## src/rtl/axi_gp_pkg.sv

```systemverilog
// Shared widths, response codes and FSM state encoding for the MAXIGP0 register bridge.
package axi_gp_pkg;

  localparam int ADDR_W = 32;
  localparam int ID_W   = 12;
  localparam int LEN_W  = 4;
  localparam int DATA_W = 32;
  localparam int RESP_W = 2;

  localparam logic [RESP_W-1:0] RESP_OKAY   = 2'b00;
  localparam logic [RESP_W-1:0] RESP_SLVERR = 2'b10;
  localparam logic [RESP_W-1:0] RESP_DECERR = 2'b11;

  typedef enum logic [2:0] {
    IDLE,
    RD_REQ,
    RD_WAIT,
    RD_RESP,
    WR_DATA,
    WR_REQ,
    WR_RESP
  } state_t;

endpackage

```

## src/rtl/axi_gp_reg_bridge.sv

```systemverilog
// AXI3 slave endpoint for PS7 MAXIGP0: serialises AR/AW/W bursts into single-word
// register accesses and returns R/B. One transaction in flight at a time.
module axi_gp_reg_bridge
  import axi_gp_pkg::*;
#(
  parameter int          REG_AW = 10,
  parameter logic [31:0] BASE   = 32'h4000_0000
) (
  input  logic              CLK,
  input  logic              RST,
  // read address
  input  logic              MAXIGP0_O_AR__ENA,
  input  logic [ADDR_W-1:0] MAXIGP0_O_AR_addr,
  input  logic [ID_W-1:0]   MAXIGP0_O_AR_id,
  input  logic [LEN_W-1:0]  MAXIGP0_O_AR_len,
  output logic              MAXIGP0_O_AR__RDY,
  // write address
  input  logic              MAXIGP0_O_AW__ENA,
  input  logic [ADDR_W-1:0] MAXIGP0_O_AW_addr,
  input  logic [ID_W-1:0]   MAXIGP0_O_AW_id,
  input  logic [LEN_W-1:0]  MAXIGP0_O_AW_len,
  output logic              MAXIGP0_O_AW__RDY,
  // write data
  input  logic              MAXIGP0_O_W__ENA,
  input  logic [DATA_W-1:0] MAXIGP0_O_W_data,
  input  logic [ID_W-1:0]   MAXIGP0_O_W_id,
  input  logic              MAXIGP0_O_W_last,
  output logic              MAXIGP0_O_W__RDY,
  // read data
  output logic              MAXIGP0_I_R__ENA,
  output logic [DATA_W-1:0] MAXIGP0_I_R_data,
  output logic [ID_W-1:0]   MAXIGP0_I_R_id,
  output logic              MAXIGP0_I_R_last,
  output logic [RESP_W-1:0] MAXIGP0_I_R_resp,
  input  logic              MAXIGP0_I_R__RDY,
  // write response
  output logic              MAXIGP0_I_B__ENA,
  output logic [ID_W-1:0]   MAXIGP0_I_B_id,
  output logic [RESP_W-1:0] MAXIGP0_I_B_resp,
  input  logic              MAXIGP0_I_B__RDY,
  // register request
  output logic              req__ENA,
  output logic              req_write,
  output logic [REG_AW-1:0] req_addr,
  output logic [DATA_W-1:0] req_data,
  input  logic              req__RDY,
  // register read return
  input  logic              rsp__ENA,
  input  logic [DATA_W-1:0] rsp_data,
  output logic              rsp__RDY
);

  state_t              state;
  logic                idle_rdy;   // registered "IDLE and ready to accept" flag
  logic                rr_wr;      // 1: write wins the next AR/AW contention
  logic [REG_AW-1:0]   waddr;
  logic [ID_W-1:0]     id;
  logic [LEN_W-1:0]    len;
  logic [LEN_W-1:0]    beat;
  logic                err;
  logic                oow;
  logic                req_ena_q, req_write_q, rsp_rdy_q, w_rdy;
  logic [DATA_W-1:0]   req_data_q;
  logic                r_ena, r_last;
  logic [DATA_W-1:0]   r_data;
  logic [RESP_W-1:0]   r_resp;
  logic                b_ena;
  logic [RESP_W-1:0]   b_resp;
  logic                ar_go, aw_go, w_go, last_beat;

  function automatic logic in_window(input logic [ADDR_W-1:0] a);
    return a[ADDR_W-1:REG_AW+2] == BASE[ADDR_W-1:REG_AW+2];
  endfunction

  // Ready gating in IDLE: the losing channel sees RDY low so only one
  // address beat can ever transfer in a given cycle.
  assign MAXIGP0_O_AR__RDY = idle_rdy && !(MAXIGP0_O_AW__ENA && rr_wr);
  assign MAXIGP0_O_AW__RDY = idle_rdy && !(MAXIGP0_O_AR__ENA && !rr_wr);

  assign ar_go     = MAXIGP0_O_AR__ENA && MAXIGP0_O_AR__RDY;
  assign aw_go     = MAXIGP0_O_AW__ENA && MAXIGP0_O_AW__RDY;
  assign w_go      = MAXIGP0_O_W__ENA && w_rdy;
  assign last_beat = (beat == len);

  assign MAXIGP0_O_W__RDY = w_rdy;
  assign MAXIGP0_I_R__ENA = r_ena;
  assign MAXIGP0_I_R_data = r_data;
  assign MAXIGP0_I_R_id   = id;
  assign MAXIGP0_I_R_last = r_last;
  assign MAXIGP0_I_R_resp = r_resp;
  assign MAXIGP0_I_B__ENA = b_ena;
  assign MAXIGP0_I_B_id   = id;
  assign MAXIGP0_I_B_resp = b_resp;
  assign req__ENA         = req_ena_q;
  assign req_write        = req_write_q;
  assign req_addr         = waddr;
  assign req_data         = req_data_q;
  assign rsp__RDY         = rsp_rdy_q;

  // Byte lanes and W id carry no meaning for word registers.
  logic unused_bits;
  assign unused_bits = ^{MAXIGP0_O_AR_addr[1:0], MAXIGP0_O_AW_addr[1:0], MAXIGP0_O_W_id};

  // Transaction FSM: every output flag is set on entry to the state that owns it.
  always_ff @(posedge CLK) begin
    if (RST) begin
      state       <= IDLE;
      idle_rdy    <= 1'b0;
      rr_wr       <= 1'b0;
      waddr       <= '0;
      id          <= '0;
      len         <= '0;
      beat        <= '0;
      err         <= 1'b0;
      oow         <= 1'b0;
      req_ena_q   <= 1'b0;
      req_write_q <= 1'b0;
      req_data_q  <= '0;
      rsp_rdy_q   <= 1'b0;
      w_rdy       <= 1'b0;
      r_ena       <= 1'b0;
      r_data      <= '0;
      r_last      <= 1'b0;
      r_resp      <= '0;
      b_ena       <= 1'b0;
      b_resp      <= '0;
    end else begin
      case (state)
        IDLE: begin
          idle_rdy <= 1'b1;
          if (MAXIGP0_O_AR__ENA && MAXIGP0_O_AW__ENA && idle_rdy) rr_wr <= ~rr_wr;
          if (ar_go) begin
            idle_rdy <= 1'b0;
            waddr    <= MAXIGP0_O_AR_addr[REG_AW+1:2];
            id       <= MAXIGP0_O_AR_id;
            len      <= MAXIGP0_O_AR_len;
            beat     <= '0;
            err      <= 1'b0;
            oow      <= !in_window(MAXIGP0_O_AR_addr);
            if (in_window(MAXIGP0_O_AR_addr)) begin
              req_ena_q   <= 1'b1;
              req_write_q <= 1'b0;
              state       <= RD_REQ;
            end else begin
              // out-of-window reads go straight to DECERR beats
              r_ena  <= 1'b1;
              r_data <= '0;
              r_resp <= RESP_DECERR;
              r_last <= (MAXIGP0_O_AR_len == '0);
              state  <= RD_RESP;
            end
          end else if (aw_go) begin
            idle_rdy <= 1'b0;
            waddr    <= MAXIGP0_O_AW_addr[REG_AW+1:2];
            id       <= MAXIGP0_O_AW_id;
            len      <= MAXIGP0_O_AW_len;
            beat     <= '0;
            err      <= 1'b0;
            oow      <= !in_window(MAXIGP0_O_AW_addr);
            w_rdy    <= 1'b1;
            state    <= WR_DATA;
          end
        end
        RD_REQ: begin
          if (req__RDY) begin
            req_ena_q <= 1'b0;
            rsp_rdy_q <= 1'b1;
            state     <= RD_WAIT;
          end
        end
        RD_WAIT: begin
          if (rsp__ENA) begin
            rsp_rdy_q <= 1'b0;
            r_ena     <= 1'b1;
            r_data    <= rsp_data;
            r_resp    <= RESP_OKAY;
            r_last    <= last_beat;
            state     <= RD_RESP;
          end
        end
        RD_RESP: begin
          if (MAXIGP0_I_R__RDY) begin
            if (r_last) begin
              r_ena    <= 1'b0;
              idle_rdy <= 1'b1;
              state    <= IDLE;
            end else begin
              beat  <= beat + LEN_W'(1);
              waddr <= waddr + REG_AW'(1);
              if (oow) begin
                r_last <= ((beat + LEN_W'(1)) == len);
              end else begin
                r_ena       <= 1'b0;
                req_ena_q   <= 1'b1;
                req_write_q <= 1'b0;
                state       <= RD_REQ;
              end
            end
          end
        end
        WR_DATA: begin
          if (w_go) begin
            if (MAXIGP0_O_W_last != last_beat) err <= 1'b1;
            if (oow) begin
              // drain exactly len+1 beats without touching registers
              if (last_beat) begin
                w_rdy  <= 1'b0;
                b_ena  <= 1'b1;
                b_resp <= RESP_DECERR;
                state  <= WR_RESP;
              end else begin
                beat <= beat + LEN_W'(1);
              end
            end else begin
              w_rdy       <= 1'b0;
              req_ena_q   <= 1'b1;
              req_write_q <= 1'b1;
              req_data_q  <= MAXIGP0_O_W_data;
              state       <= WR_REQ;
            end
          end
        end
        WR_REQ: begin
          if (req__RDY) begin
            req_ena_q <= 1'b0;
            if (last_beat) begin
              b_ena  <= 1'b1;
              b_resp <= err ? RESP_SLVERR : RESP_OKAY;
              state  <= WR_RESP;
            end else begin
              beat  <= beat + LEN_W'(1);
              waddr <= waddr + REG_AW'(1);
              w_rdy <= 1'b1;
              state <= WR_DATA;
            end
          end
        end
        WR_RESP: begin
          if (MAXIGP0_I_B__RDY) begin
            b_ena    <= 1'b0;
            idle_rdy <= 1'b1;
            state    <= IDLE;
          end
        end
        default: state <= IDLE;
      endcase
    end
  end

endmodule

```

## config.mk

```make
export PLATFORM = sky130hd
export DESIGN_NAME = axi_gp_reg_bridge
export DESIGN_NICKNAME = d
export VERILOG_FILES = /design/src/rtl/axi_gp_pkg.sv /design/src/rtl/axi_gp_reg_bridge.sv
export SDC_FILE = /design/constraint.sdc
export NUM_CORES = 1
export LEC_CHECK = 0
export CAP_MARGIN = 20
export CORE_UTILIZATION = 35
export CTS_CLUSTER_DIAMETER = 30
export CTS_CLUSTER_SIZE = 30
export DETAILED_ROUTE_END_ITERATION = 7
export HOLD_SLACK_MARGIN = 0.06
export PLACE_DENSITY_LB_ADDON = 0.08
export SYNTH_ARGS = -nofsm -noshare
export SYNTH_HDL_FRONTEND = slang
export SYNTH_SLANG_ARGS = --single-unit
```

## constraint.sdc

```tcl
create_clock -name CLK -period 2.27 [get_ports CLK]
set_clock_uncertainty 0.1 [all_clocks]
set_input_delay 0.227 -clock CLK [delete_from_list [all_inputs] [get_ports CLK]]
set_output_delay 0.227 -clock CLK [all_outputs]
set_load 0.02 [all_outputs]
```

==> results of run 1 <==
## worst max-delay path, stage by stage (launching register included)
cell and delay [ns]:
dfxtp_1 0.33, xor2_1 0.18, or4_4 0.59, or4_4 0.60, nor3_1 0.22, nor3_2 0.06
## layout by cell type, fill, tap and decap left out, types with 5 or more instances in the layout
cell,Yosys,final
nand2b_1,6,6
and3_1,6,6
nand3_1,25,25
nor2_1,40,37
a311oi_1,17,17
o21ai_0,25,25
a21oi_1,65,65
dfxtp_1,111,110
clkbuf_16,0,9
inv_1,9,9
clkdlybuf4s50_1,0,275
nor4_1,8,8
xor2_1,5,5
a31oi_1,5,5
buf_4,13,31
and2_1,7,7
nand2_1,120,120
a22o_1,32,32
nor3_1,12,10
## metal layers
| layer | vias up | track usage, % | part of all wire, % |
|---|---|---|---|
| li1 | 2766 | - | - |
| met2 | 235 | 38.90 | 50 |
| met3 | 30 | 6.320 | 8.2 |
| met5 | - | 0 | 0 |
| met1 | 2614 | 26.06 | 40 |
| met4 | 0 | 8.537 | 2.2 |
## sequential cells by signal, indices dropped and copies added (netlist names), 2 cells and up
name / cells
beat: 4
len: 4
req_addr: 10
MAXIGP0_I_B_resp: 2
req_data: 32
MAXIGP0_I_R_data: 32
state: 3
MAXIGP0_I_B_id: 12
## final cells by class
class,count,area [um2]
clock inverters,5,63.81
repair buffers,311,3070
inverters,9,33.78
clock buffers,11,242.7
flip-flops and latches,111,2223
fillers,1240,5603
multi-input cells,449,2580
well taps,180,225.2
## path summary, 6_finish.rpt
check / end / slack (ns) / depth (start not counted)
setup / recovery: MAXIGP0_I_B_resp[1]$_SDFFE_PP0P_ / 0.07 / 5
setup reg to reg: MAXIGP0_I_B_resp[1]$_SDFFE_PP0P_ / 0.07 / 5
hold reg to reg: req_data[7]$_SDFFE_PP0P_ / 0.35 / 2
hold / removal: rr_wr$_SDFFE_PP0P_ / 0.13 / 2
## kinds of logic after synthesis
family / synth area share (%)
muxes: 0.5896
adders and majority gates: 0.4912
AOI/OAI and AO/OA: 24.10
buffers and inverters: 6.067
and+or+nand+nor: 23.58
xor gates and xnor gates: 1.547
DFF: 43.63
## through the flow
| step | std cells | total power, mW | TNS (ns) | worst slack [ns] | instance area [um2] |
|---|---|---|---|---|---|
| global placement | 1060 | 6.409 | -2.158 | -0.06873 | 8127 |
| finish | 1076 | 8.074 | 0 | 0.07374 | 8439 |
| global route | 1076 | 8.560 | -0.0008484 | -0.0008484 | 8439 |
| CTS | 1076 | 8.124 | 0 | 0.04544 | 8433 |
| detailed placement | 1060 | 6.473 | -2.920 | -0.1101 | 8127 |
| floorplan | 626 | 4.848 | 0 | 0.1094 | 5094 |
## power by group
group / internal, mW / switching [mW] / total (mW)
Combinational: 1.84 / 1.95 / 3.79
Sequential: 2.30 / 0.361 / 2.66
Clock: 0.899 / 0.722 / 1.62
## what timing repair did
| action | in CTS | in global routing |
|---|---|---|
| hold buffers | 0 | 0 |
| buffers inserted | 0 | 0 |
| setup endpoints to repair | 0 | 33 |
| resized for setup | 0 | 2 |
==> metrics.md, run 1 <==
| Metric | Value |
|---|---|
| Min Tclk post-route | `about 2.2 ns` |
| Final GP Congestion | `roughly 0.9` |
| Detailed-route via count | `5645` |
| Die Wd | `~120 um` |
| Status | `finished, final reports clean` |
| Hold WC Path Type | `input pin to flop` |
| Die height | `122.6 um` |
| Yosys reg bits | `~110` |
| Fin crit share | `about 97%` |
| Slew HR | `approximately 64%` |
| # diodes | `0` |
| H-tree Lvls | `3` |
| Clk slew on worst S/H paths | `~0.070 ns` |
| Nets | `around 1100` |
| Async set-reset flop share out of synthesis | `0%` |
| Tot GR Track Use | `between 20% and 30%` |
| Power Dens Cells | `956.7 nW/um2` |
| CTS max path bufs | `2` |
| DRT Pass-1 Iters | `4` |
| Number of port buffers | `~280` |
| Average size of a mapped cell | `around 8.1 um2` |
| Final WL | `between 15000 and 20000 um` |
| Endpoint class of the critical path | `flop` |
| Net Count, Synth | `810` |
| Critical path required time | `between 2 and 2.5 ns` |
| Worst flop-to-flop path startpoint | `len[2]$_SDFFE_PP0P_` |
| Clock root cell | `clkbuf_16` |
| VDD IR max | `about 0.59 mV` |
| Crit start category | `flop` |
| Initial antenna violation count | `0` |
| Synth warn | `0` |
| Final Max Slew Viols | `0` |
| Max FO, Critical Path | `5` |
| Initial Util | `36.27%` |
| Hold slack | `approximately 0.13 ns` |
| GRT overflow | `0` |
| Number of CTS-inserted buffers | `9` |
| Mean number of vias per cell | `between 5 and 6` |
| Max Cap Viol | `0` |
| Share of cells above drive strength 1 | `under 10%` |
| Highest clock rate | `roughly 0.46 GHz` |
| Die Area | `about 15000 um2` |
| Worst Path Arrival | `2.32 ns` |
| Synth top area share | `a little over two fifths` |
| CTS tree | `done` |
| Worst setup path class | `flop to flop` |
| Antenna-violating nets left | `0` |
| Final setup viols | `0` |
| Worst setup path startpoint | `len[2]$_SDFFE_PP0P_` |
| Final Hold Vio Count | `0` |
| Core Rows | `43` |
| Syn Inst Count | `approximately 630` |
| Core area | `between 10000 and 15000 um2` |
| Leak Pwr | `3.046 nW` |
| Vias in the first global route | `5354` |
| Actual slew at the worst max-slew pin | `0.5335 ns` |
| Largest net degree at the start of global routing | `35` |
| DP HPWL | `13160 um` |
| Hold Startpoint | `RST` |
| DRC errors left | `0` |
| DRT iter0 DRCs | `between 200 and 300` |
| Synth area leader | `dfxtp_1` |
| Synth unique cells | `61` |
| Final core occ | `60.10%` |
| Area contributors post-synth | `dfxtp_1, nand2_1, a21oi_1` |
| Synth-to-layout area growth | `65.68%` |
| Cell with the most instances after synthesis | `nand2_1` |
| Mapped Area | `about 5100 um2` |
| Post-synth EDFFs | `0` |
| First-pass GRT wire length | `26200 um` |
| Worst-Skew Late Latency | `around 0.34 ns` |
| DR WL/cell | `16.18 um` |
| Top_reg_cell synth | `dfxtp_1` |
| Clock Sinks | `approximately 110` |
| Register area share after synthesis | `a little over two fifths` |
| Post-synth top cells | `nand2_1, dfxtp_1, a21oi_1` |
| I/O pins | `roughly 290` |
No activity file was read; power rests on OpenSTA's default activity.
==> run 2: changes to the inputs <==
SKIP_CTS_REPAIR_TIMING = 1   (was unset)
==> results of run 2 <==
No change in the layout: final DEF, timing and power equal those of run 1.
==> run 3: changes to the inputs <==
PLACE_DENSITY = 0.75   (was unset)
PLACE_DENSITY_LB_ADDON = unset   (was 0.08)
==> metrics.md, run 3 (same netlist as run 1, synthesis figures left out) <==
| Metric | Value |
|---|---|
| DR WL/cell | `16.15 um (was 16.18 um)` |
| Inst Count DP | `1065 (was 1060)` |
| Mean number of vias per cell | `5.168 (was 5.246)` |
| Tot GR Track Use | `22.44% (was 22.45%)` |
| DRT Pass-1 Iters | `5 (was 4)` |
| Final setup viols | `0 (unchanged)` |
| Max FO, Critical Path | `14 (was 5)` |
| Die height | `122.6 um (unchanged)` |
| H-tree Lvls | `3 (unchanged)` |
| RSZ-0062 raised after global routing | `no` |
| Worst Path Arrival | `2.26 ns (was 2.32 ns)` |
| Initial Util | `36.27% (unchanged)` |
| Leak Pwr | `3.084 nW (was 3.046 nW)` |
| Highest clock rate | `0.4652 GHz (was 0.4553 GHz)` |
| Crit start category | `flop (unchanged)` |
| Final WL | `17450 um (was 17410 um)` |
| Antenna-violating nets left | `0 (unchanged)` |
| Fin crit share | `94.71% (was 96.75%)` |
| Nets | `1080 (was 1075)` |
| Commonest cells after routing, fill and taps aside | `clkdlybuf4s50_1, nand2_1, dfxtp_1 (unchanged)` |
| Critical path required time | `2.39 ns (was 2.40 ns)` |
| Status | `finished, final reports clean (unchanged)` |
| Die Wd | `122.6 um (unchanged)` |
| Synth-to-layout area growth | `67.11% (was 65.68%)` |
| Most common cell after layout, fill and taps aside | `clkdlybuf4s50_1 (unchanged)` |
| CP peak stage delay | `0.42 ns (was 0.60 ns)` |
| Number of CTS-inserted buffers | `9 (unchanged)` |
| Cell family with most CP delay | `simple AND/OR/NAND/NOR gates (unchanged)` |
| Clock root cell | `clkbuf_16 (unchanged)` |
| Max Cap Viol | `0 (unchanged)` |
| CP Buf/Inv Count | `2 (was 0)` |
| Power Dens Cells | `962.8 nW/um2 (was 956.7 nW/um2)` |
| Endpoint class of the critical path | `flop (unchanged)` |
| Hold slack | `0.2110 ns (was 0.1278 ns)` |
| Final Hold Vio Count | `0 (unchanged)` |
| I/O pins | `293 (unchanged)` |
| Initial antenna violation count | `0 (unchanged)` |
| VDD IR max | `0.6245 mV (was 0.5933 mV)` |
| Combinational share of power | `46.8% (was 46.9%)` |
| Final non-filler cell total | `1081 (was 1076)` |
| Core Rows | `43 (unchanged)` |
| Min Tclk post-route | `2.150 ns (was 2.196 ns)` |
| Cell Int Power | `5.130 mW (was 5.040 mW)` |
| Clock Sinks | `111 (unchanged)` |
| Switching fraction of total power | `37.40% (was 37.57%)` |
| P_sw | `3.065 mW (was 3.033 mW)` |
| CTS max path bufs | `2 (unchanged)` |
| First-pass GRT wire length | `25900 um (was 26200 um)` |
| Final core occ | `60.62% (was 60.10%)` |
| # diodes | `0 (unchanged)` |
| Hold WC Path Type | `input pin to flop (unchanged)` |
| CP most frequent cell | `buf_4 (was or4_4)` |
| Clk slew on worst S/H paths | `0.07 ns (about the same)` |
| GRT overflow | `0 (unchanged)` |
| Slew HR | `62.66% (was 64.39%)` |
| Vias in the first global route | `5212 (was 5354)` |
| DP HPWL | `13060 um (was 13160 um)` |
| Largest net degree at the start of global routing | `34 (was 35)` |
| Final GP Congestion | `0.8821 (was 0.8962)` |
| Number of port buffers | `276 (unchanged)` |
| Core area | `14040 um2 (unchanged)` |
| Total Power | `8.195 mW (was 8.074 mW)` |
| Detailed-route via count | `5587 (was 5645)` |
| Share of cells above drive strength 1 | `8.657% (was 8.036%)` |
| Clock network power share | `20.8% (was 20.1%)` |
| Actual slew at the worst max-slew pin | `0.5593 ns (was 0.5335 ns)` |
| Layout filler cell count | `1281 (was 1240)` |
| Cell Chain, Critical Path | `buf_4, or3_1, nor2_2, o22ai_2, buf_4, o21ai_0, a21oi_1 (was xor2_1, or4_4, or4_4, nor3_1, nor3_2)` |
| Critical path's slowest cell | `dfxtp_1 (was or4_4)` |
| DRT iter0 DRCs | `243 (was 272)` |
| Die Area | `15040 um2 (unchanged)` |
| CTS tree | `done (unchanged)` |
| Worst setup path class | `flop to flop (unchanged)` |
| DRC errors left | `0 (unchanged)` |
| Final Max Slew Viols | `0 (unchanged)` |
| Reg power frac | `32.5% (was 33.0%)` |
| Worst-Skew Late Latency | `0.35 ns (was 0.34 ns)` |
| Setup TNS | `0 ns (unchanged)` |
run 3: layout make-up:
type | count | area (um2) | share of cell area (%)
clock buffer | 11 | 252.7 | 2.969
clock inverter | 5 | 75.07 | 0.8820
inverter | 9 | 33.78 | 0.3969
multi-input combinational | 449 | 2582 | 30.34
sequential | 111 | 2222 | 26.11
tap | 180 | 225.2 | 2.646
timing repair buffer | 316 | 3120 | 36.66
run 3: routing by layer:
layer | up-vias | wire length (um) | GRT usage (%)
met1 | 2573 | 6892 | 25.43
li1 | 2776 | - | -
met4 | 0 | 236 | 7.393
met5 | - | 0 | 0
met2 | 221 | 8900 | 40.20
met3 | 17 | 1423 | 6.273
run 3: final timing paths:
| path | end | slack, ns | cells past startpoint | startpoint |
|---|---|---|---|---|
| setup / recovery | req_addr[3]$_SDFFE_PP0P_ | 0.12 | 7 | state[1]$_SDFFE_PP0P_ |
| hold / removal | beat[1]$_SDFFE_PP0P_ | 0.21 | 2 | RST |
| setup reg to reg | req_addr[3]$_SDFFE_PP0P_ | 0.12 | 7 | state[1]$_SDFFE_PP0P_ |
| hold reg to reg | req_data[0]$_SDFFE_PP0P_ | 0.35 | 2 | req_data[0]$_SDFFE_PP0P_ |
run 3: worst reg2reg max path, cell delays in order, from the launching register on:
cell and delay (ns):
dfxtp_1 0.42, buf_4 0.21, or3_1 0.38, nor2_2 0.31, o22ai_2 0.13, buf_4 0.20
o21ai_0 0.18, a21oi_1 0.10
run 3: through the flow:
stage          instance area (um2)  setup WS [ns]
3_3_place_gp                  8177        0.01114
4_1_cts                       8504         0.1040
3_5_place_dp                  8177      -0.004917
5_1_grt                       8512       0.003334
6_report                      8512         0.1202
2_1_floorplan                 5094         0.1094
run 3: power groups by stage:
stage               logic, mW  registers, mW  clock network (mW)
detailed placement       3.83           2.69                   0
global route             4.12           2.72                1.82
global placement         3.79           2.69                   0
CTS                      3.84           2.66                1.74
floorplan                1.94           2.91                   0
finish                   3.83           2.66                1.70
